### src/rtl/result_reader.sv
// Streams a channel-major result feature map out of the result memory as int8 beats.
// Optional build macro RESULT_READ_RELU_EN clamps negative words to zero on FIFO write.
module result_reader #(
    parameter int ADDR_W = 16,
    parameter int DATA_W = 8,
    parameter int CNT_W  = 16
) (
    input  logic              clk,
    input  logic              rstn,
    input  logic              start,
    input  logic [ADDR_W-1:0] base_addr,
    input  logic [CNT_W-1:0]  o_feature_size,
    input  logic [CNT_W-1:0]  kernel_num,
    output logic              rd_ena,
    output logic [ADDR_W-1:0] rd_addr,
    input  logic [DATA_W-1:0] rd_data,
    output logic [DATA_W-1:0] m_data,
    output logic              m_valid,
    input  logic              m_ready,
    output logic              m_last_ch,
    output logic              m_last,
    output logic              busy,
    output logic              done
);

    typedef enum logic [1:0] {
        IDLE,
        READ,
        DRAIN,
        FIN
    } state_t;

    state_t            state;
    logic [CNT_W-1:0]  feat_n;
    logic [CNT_W-1:0]  kern_k;
    logic [CNT_W-1:0]  word_cnt;
    logic [CNT_W-1:0]  ch_cnt;

    logic              tag_v;
    logic              tag_last_ch;
    logic              tag_last;

    logic [DATA_W-1:0] fifo_data [0:1];
    logic              fifo_lch  [0:1];
    logic              fifo_last [0:1];
    logic              wr_ptr;
    logic              rd_ptr;
    logic [1:0]        count;
    logic [1:0]        count_next;

    logic [DATA_W-1:0] in_data;
    logic              pop;
    logic              fifo_pop;
    logic              push;
    logic              credit_ok;
    logic              word_last;
    logic              chan_last;
    logic              cur_last;

    always_comb begin
`ifdef RESULT_READ_RELU_EN
        in_data = rd_data[DATA_W-1] ? '0 : rd_data;
`else
        in_data = rd_data;
`endif
    end

    // Returning read data bypasses the FIFO when it is empty, so the first beat
    // appears in the same cycle its read data does.
    always_comb begin
        m_valid   = (count != 2'd0) || tag_v;
        m_data    = '0;
        m_last_ch = 1'b0;
        m_last    = 1'b0;
        if (count != 2'd0) begin
            m_data    = fifo_data[rd_ptr];
            m_last_ch = fifo_lch[rd_ptr];
            m_last    = fifo_last[rd_ptr];
        end else if (tag_v) begin
            m_data    = in_data;
            m_last_ch = tag_last_ch;
            m_last    = tag_last;
        end
    end

    always_comb begin
        pop        = m_valid && m_ready;
        fifo_pop   = pop && (count != 2'd0);
        push       = tag_v && !(pop && (count == 2'd0));
        count_next = count + {1'b0, push} - {1'b0, fifo_pop};
        credit_ok  = (count_next + {1'b0, rd_ena}) < 2'd2;
        word_last  = (word_cnt == feat_n - CNT_W'(1));
        chan_last  = (ch_cnt == kern_k - CNT_W'(1));
        cur_last   = word_last && chan_last;
    end

    always_ff @(posedge clk or negedge rstn) begin
        if (!rstn) begin
            tag_v        <= 1'b0;
            tag_last_ch  <= 1'b0;
            tag_last     <= 1'b0;
            fifo_data[0] <= '0;
            fifo_data[1] <= '0;
            fifo_lch[0]  <= 1'b0;
            fifo_lch[1]  <= 1'b0;
            fifo_last[0] <= 1'b0;
            fifo_last[1] <= 1'b0;
            wr_ptr       <= 1'b0;
            rd_ptr       <= 1'b0;
            count        <= '0;
        end else begin
            tag_v <= rd_ena;
            if (rd_ena) begin
                tag_last_ch <= word_last;
                tag_last    <= cur_last;
            end
            if (push) begin
                fifo_data[wr_ptr] <= in_data;
                fifo_lch[wr_ptr]  <= tag_last_ch;
                fifo_last[wr_ptr] <= tag_last;
                wr_ptr            <= ~wr_ptr;
            end
            if (fifo_pop) begin
                rd_ptr <= ~rd_ptr;
            end
            count <= count_next;
        end
    end

    // Counters always name the word currently at rd_addr; the word is issued in
    // the cycle rd_ena is first seen with it, so READ exits right after the last issue.
    always_ff @(posedge clk or negedge rstn) begin
        if (!rstn) begin
            state    <= IDLE;
            rd_ena   <= 1'b0;
            rd_addr  <= '0;
            busy     <= 1'b0;
            done     <= 1'b0;
            feat_n   <= '0;
            kern_k   <= '0;
            word_cnt <= '0;
            ch_cnt   <= '0;
        end else begin
            case (state)
                IDLE: begin
                    done <= 1'b0;
                    if (start) begin
                        feat_n <= o_feature_size;
                        kern_k <= kernel_num;
                        if ((o_feature_size == '0) || (kernel_num == '0)) begin
                            done  <= 1'b1;
                            state <= FIN;
                        end else begin
                            word_cnt <= '0;
                            ch_cnt   <= '0;
                            rd_addr  <= base_addr;
                            rd_ena   <= 1'b1;
                            busy     <= 1'b1;
                            state    <= READ;
                        end
                    end
                end
                READ: begin
                    if (rd_ena && cur_last) begin
                        rd_ena <= 1'b0;
                        state  <= DRAIN;
                    end else if (credit_ok) begin
                        rd_ena  <= 1'b1;
                        rd_addr <= rd_addr + ADDR_W'(1);
                        if (word_last) begin
                            word_cnt <= '0;
                            ch_cnt   <= ch_cnt + CNT_W'(1);
                        end else begin
                            word_cnt <= word_cnt + CNT_W'(1);
                        end
                    end else begin
                        rd_ena <= 1'b0;
                    end
                end
                DRAIN: begin
                    if ((count_next == 2'd0) && !rd_ena) begin
                        busy  <= 1'b0;
                        done  <= 1'b1;
                        state <= FIN;
                    end
                end
                FIN: begin
                    done  <= 1'b0;
                    state <= IDLE;
                end
                default: begin
                    state <= IDLE;
                end
            endcase
        end
    end

endmodule

### config.mk
export PLATFORM = sky130hd
export DESIGN_NAME = result_reader
export DESIGN_NICKNAME = d
export VERILOG_FILES = /design/src/rtl/result_reader.sv
export SDC_FILE = /design/constraint.sdc
export NUM_CORES = 1
export LEC_CHECK = 0
export ABC_AREA = 1
export BUFFER_PORTS_ARGS = -buffer_cell sky130_fd_sc_hd__buf_2
export CAP_MARGIN = 25
export CORE_ASPECT_RATIO = 1.75
export CORE_MARGIN = 10
export CORE_UTILIZATION = 55
export CTS_BUF_LIST = sky130_fd_sc_hd__clkbuf_4 sky130_fd_sc_hd__clkbuf_8
export DETAILED_ROUTE_END_ITERATION = 16
export GPL_TIMING_DRIVEN = 1
export PLACE_DENSITY = 0.79
export SLEW_MARGIN = 25
export SYNTH_ARGS = -nofsm -noshare
export SYNTH_HDL_FRONTEND = slang
export SYNTH_SLANG_ARGS = --single-unit
### constraint.sdc
create_clock -name clk -period 2.5 [get_ports clk]
set_clock_uncertainty 0.15 [all_clocks]
set_input_delay 0.25 -clock clk [delete_from_list [all_inputs] [get_ports clk]]
set_output_delay 0.25 -clock clk [all_outputs]
set_load 0.02 [all_outputs]
Yosys cells after proc, flatten, opt, wreduce, memory -nomap -nowiden. Index checks and enable logic that the tools add are counted. Widths: inputs -> output; s select.

Logic and storage cells: 130. Flip-flop bits (word level): 112.

Add/sub/neg operators: 8. Reductions and logical operators: 28. Bitwise gates (word level): 4. Muxes and demuxes: 53. Magnitude comparators: 4. Eq/ne operators: 12.

Operator list (number): $mux 16 (12); $pmux 16 s2 (3); $add 16x1->16 const B (3); $mux 8 (6); $eq 16x16->1 (2); $logic_not 16->1 (2); $sub 16x1->16 const B (2); $mux 1 (19); $bwmux 16 (1); $ne 2x2->1 const B (7); $demux 8 s1 (1); $logic_and 1x1->1 (8); $mux 2 (4); $pmux 2 s4 (1); $logic_not 2->1 (3); $reduce_and 3->1 (2); $reduce_and 6->1 (1); $reduce_bool 2->1 (3); $reduce_and 5->1 (1); $add 2x1->2 (2); $bwmux 2 (2); $eq 2x2->1 const B (2); $ge 2x2->1 const B (2); $not 1->2 (2); 13 further kinds (18).

Logic depth before layout (Yosys ltp).
Depth after elaboration: 13. Mapped depth: 19. Mapped depth without buffers: 18.

Worst setup path before layout. No wires, ideal clock.

Path kind: register to register. Start: register count[1]. End: register ch_cnt[8]. Cell stages (with the launch flop): 14. Data required time: 2.232 ns. Library setup time: 0.118 ns. Buffers on the path: 1. Arrival: 2.278 ns. Slack: -0.047 ns. Clock period less this slack: 2.547 ns. Cells stage by stage: dfrtp_1 > nor2_1 > nor2_1 > ha_1 > inv_1 > ha_1 > xnor2_1 > xnor2_1 > xor2_1 > or2_2 > nand4_4 > buf_4 > nand2_1 > nand2_1.

Elaborated cells on any way between the ends: 14.

RTL lines: from (decl) (line 48) `logic [1:0] count;`; from (signal assigned) (line 126) `count <= count_next;`; $reduce_bool 2->1 (*) (line 71, 88); $logic_or 1x1->1 (line 71) `m_valid = (count != 2'd0) || tag_v;`; $logic_and 1x1->1 (line 87) `pop = m_valid && m_ready;`; $logic_and 1x1->1 (*) (line 88) `fifo_pop = pop && (count != 2'd0);`; named net fifo_pop (line 53) `logic fifo_pop;`; $sub 2x1->2 (*) (line 90) `count_next = count + {1'b0, push} - {1'b0, fifo_pop};`; named net count_next[1] (line 49) `logic [1:0] count_next;`; $add 2x1->2 (*) (line 91) `credit_ok = (count_next + {1'b0, rd_ena}) < 2'd2;`; $lt 2x2->1 (*) (line 91); $ne 2x2->1 (no line) (*); $reduce_and 6->1 (no line) (*); to (signal assigned) (line 172) `ch_cnt <= ch_cnt + CNT_W'(1);`; to (decl) (line 37) `logic [CNT_W-1:0] ch_cnt;`.

Mark *: on every way through the listed nets, which the timed path passes. The rest lies on a longest branch. A chain may end at the register's enable or synchronous reset.

Final worst setup path.
Start: register count[0]. End: register word_cnt[7].

Longest elaborated chain between the ends: 12. Elaborated cells on any way between the ends: 14.

RTL lines: $reduce_bool 2->1 (line 71, 88); $logic_or 1x1->1 (line 71); $logic_and 1x1->1 (line 87); $logic_and 1x1->1 (line 89) `push = tag_v && !(pop && (count == 2'd0));`; $logic_not 1->1 (line 89); $logic_and 1x1->1 (line 89); $add 2x1->2 (line 90); $sub 2x1->2 (*) (line 90); named net count_next[1] (line 49); $add 2x1->2 (*) (line 91); $lt 2x2->1 (*) (line 91); $ne 2x2->1 (no line) (*); $reduce_and 5->1 (no line) (*); to (signal assigned) (line 174) `word_cnt <= word_cnt + CNT_W'(1);`; to (decl) (line 36) `logic [CNT_W-1:0] word_cnt;`.

Marks and branches as above.

==> out/metrics.csv <==
metric;value;unit
fin_crit_sh;1.12;
port_buffers;89;
cp_cell_sequence;nor2_4, a21oi_2, inv_2, ha_4, inv_2, ha_4, xnor2_4, xnor2_2, xor2_2, nand2_2, nand2_4, nand2_8, buf_16, nand2_2, nand2_1;
grtUsageTotal;0.234;
grt_antenna_before_repair;0;
slowest_delay;0.40;ns
post-place-ws;-0.174;ns
std_cell_rows;56;
synth_flop_cell;dfrtp_1;
first_pass_iters;5;
ys_warn_count;0;
avgSynthCellArea;7.48;sq um
ys_seq_area_frac;0.380;
peakVddDrop;0.688;mV
syn-num-nets;1058;
fmax;0.359;GHz
status;finished, violations left;
ant_nets;0;
cts_tree;built;
cp_top_family;XOR/XNOR gates;
cp.arrival;2.94;ns
synthCells;987;
cp_max_fo;8;
setup_tns;-11.52;ns
dieWidth;108;um
violations;negative setup slack;
root_buffer;clkbuf_8;
grt_pass1_vias;7512;
power.leakage;0.00448;uW
grt.busiest_layer;met2;
path_class;flip-flop to flip-flop;
multi_input_area;4440;sq um
clockBufferDepth;2;
gr-total-overflow;0;
drv_slew;0;
worst_pin_slew;0.647;ns
grt_pass1_wl;36200;um
drive_above_1_share;0.260;
synth_cell_types;42;
die_h;173;um
period_minus_slack;2.79;ns
syn_area;7380;sq um
clock-sinks;112;
cts_buffers;9;
fin_ws;-0.289;ns
gp_congestion;0.897;
initialDrtViolationCount;456;
cp_num_buf_inv;3;
cp_slowest_cell;dfrtp_1;
via_per_inst;5.63;
wire_per_inst;17.2;um
clk_pin_slew_worst_paths;0.12;ns
drcViolationCount;0;
max_slew_margin;0.568;
io-pin-count;90;
routed-via-count;7525;
required;2.65;ns
nets;1228;
start_kind;flip-flop;
clock_latency;0.41;ns
synthArstFlopShare;1.00;
syn_to_final_growth;29.1;%
synth_edf_count;0;
hold_viol_final;0;
grtUsageMet2;0.417;
grt_use_met1;0.255;
core-area;13300;sq um
cap_violations;0;
grt_use_met3;0.0383;
setup_violations;53;
regArea;2810;sq um
hpwlAfterDp;14300;um
drt-total-wl;23000;um
fillCellCount;1007;
crit_path_end_kind;flip-flop;
ys_ff_latch;112;
hp-class;input port to flip-flop;
dieArea;18600;sq um
rsz0062_at_grt;yes;
cts-htree-levels;3;
powerDensity;1290;nW/um^2
grt_max_degree;60;
start_util;0.555;
## worst paths after layout
check                                           from  slack [ns]  depth (start not counted)                        end
setup / recovery                  count[0]$_DFF_PN0_       -0.29                         15    word_cnt[7]$_DFFE_PN0P_
hold / removal                     o_feature_size[5]       0.006                          3      feat_n[5]$_DFFE_PN0P_
setup reg to reg                  count[0]$_DFF_PN0_       -0.29                         15    word_cnt[7]$_DFFE_PN0P_
hold reg to reg            fifo_data[12]$_DFFE_PN0P_        0.34                          2  fifo_data[12]$_DFFE_PN0P_
max in group asynchronous                       rstn        1.33                          3      ch_cnt[1]$_DFFE_PN0P_
min in group asynchronous                       rstn        0.18                          2    word_cnt[8]$_DFFE_PN0P_
## worst reg2reg max path: cells and delay by family, from the launching register on
family	cells	cell delay, ns
XOR/XNOR	3	0.62
AND/OR/NAND/NOR	6	0.54
adder cells (fa/ha/maj)	2	0.46
flip-flops	1	0.40
buffers and inverters	3	0.35
AO/OA/AOI/OAI	1	0.17
## layout by cell type, fill, tap and decap left out, drive strengths merged
| cell type | n |
|---|---|
| o31ai | 10 |
| a31oi | 1 |
| nand3 | 90 |
| o21bai | 1 |
| clkinv | 4 |
| a21oi | 21 |
| ha | 11 |
| nor3 | 22 |
| bufinv | 1 |
| nand3b | 8 |
| nor4 | 15 |
| nand4 | 28 |
| o21a | 1 |
| inv | 75 |
| nand2 | 291 |
| mux2 | 20 |
| diode | 1 |
| clkbuf | 10 |
| dfrtp | 112 |
| or2 | 3 |
| and2 | 4 |
| or3 | 1 |
| nor3b | 3 |
| o21ai | 23 |
| buf | 156 |
| a21boi | 1 |
| xor2 | 44 |
| nor2 | 133 |
| xnor3 | 1 |
| dlygate4sd3 | 42 |
| xnor2 | 30 |
## cells by family after synthesis
family          count (synthesis)  share of synthesized area
compound gates                 58                     0.0444
xor+xnor                       75                     0.0908
buf+inv                       114                     0.0646
fa+ha+maj                      11                     0.0186
flops                         112                      0.380
mux                            20                     0.0305
simple gates                  597                      0.371
## state kept, by name, indices dropped and copies added, names as in the netlist
name / flops
rd_addr: 16
ch_cnt: 16
tag_v: 1
feat_n: 16
rd_ptr: 1
word_cnt: 16
kern_k: 16
busy: 1
wr_ptr: 1
count: 2
fifo_last: 2
rd_ena: 1
fifo_data: 16
fifo_lch: 2
tag_last: 1
done: 1
tag_last_ch: 1
state: 2
## stage by stage
| step | cells | instance area, sq um | hold slack, ns | util | total power, uW |
|---|---|---|---|---|---|
| global placement | 1254 | 8270 | 0.0672 | 0.621 | 8810 |
| global route | 1336 | 9520 | 0.0112 | 0.715 | 13100 |
| CTS | 1327 | 9230 | 0.000307 | 0.693 | 11300 |
| floorplan | 987 | 7400 | -0.196 | - | 7210 |
| detailed placement | 1254 | 8270 | 0.0768 | 0.621 | 8970 |
| finish | 1337 | 9530 | 0.00624 | 0.716 | 12300 |
## repair_timing
item                       4_1_cts  5_1_grt
cloned                           5        2
hold buffers                    42        0
resized for setup               35       58
hold endpoints to repair        75        0
pin swaps                       15       25
buffers inserted                11       10
setup endpoints to repair       52       72
## per-layer routing
metal  vias to the layer above  part of all wire
met5                         -                 0
met4                         0             0.047
met3                        87             0.042
met2                       262              0.54
met1                      3633              0.37
li1                       3543                 -
## where the power goes
part | internal, uW | total [uW] | switching (uW) | leakage (uW)
combinational | 3350 | 7860 | 4510 | 0.00297
sequential | 2470 | 3210 | 746 | 0.00140
clock | 496 | 1230 | 734 | 0.000111
## cell type report
cell class,instances,area share
Multi-Input combinational cell,762,0.466
Clock buffer,9,0.0130
Antenna cell,1,0.000263
Clock inverter,7,0.00998
Sequential cell,112,0.295
Timing Repair Buffer,199,0.164
Inverter,73,0.0290
Tap cell,174,0.0229
## synthesized netlist by cell type, drive strengths merged (4+ instances only)
master,count,share of area
a21oi,21,0.015
and2,4,0.0034
buf,22,0.018
clkbuf,19,0.0098
dfrtp,112,0.38
ha,11,0.019
inv,70,0.036
mux2,20,0.031
nand2,291,0.15
nand3,90,0.073
nand3b,8,0.0081
nand4,27,0.025
nor2,133,0.078
nor3,22,0.015
nor4,15,0.013
o21ai,23,0.016
o31ai,10,0.010
xnor2,30,0.036
xor2,44,0.052
(Power assumes the default switching activity.)
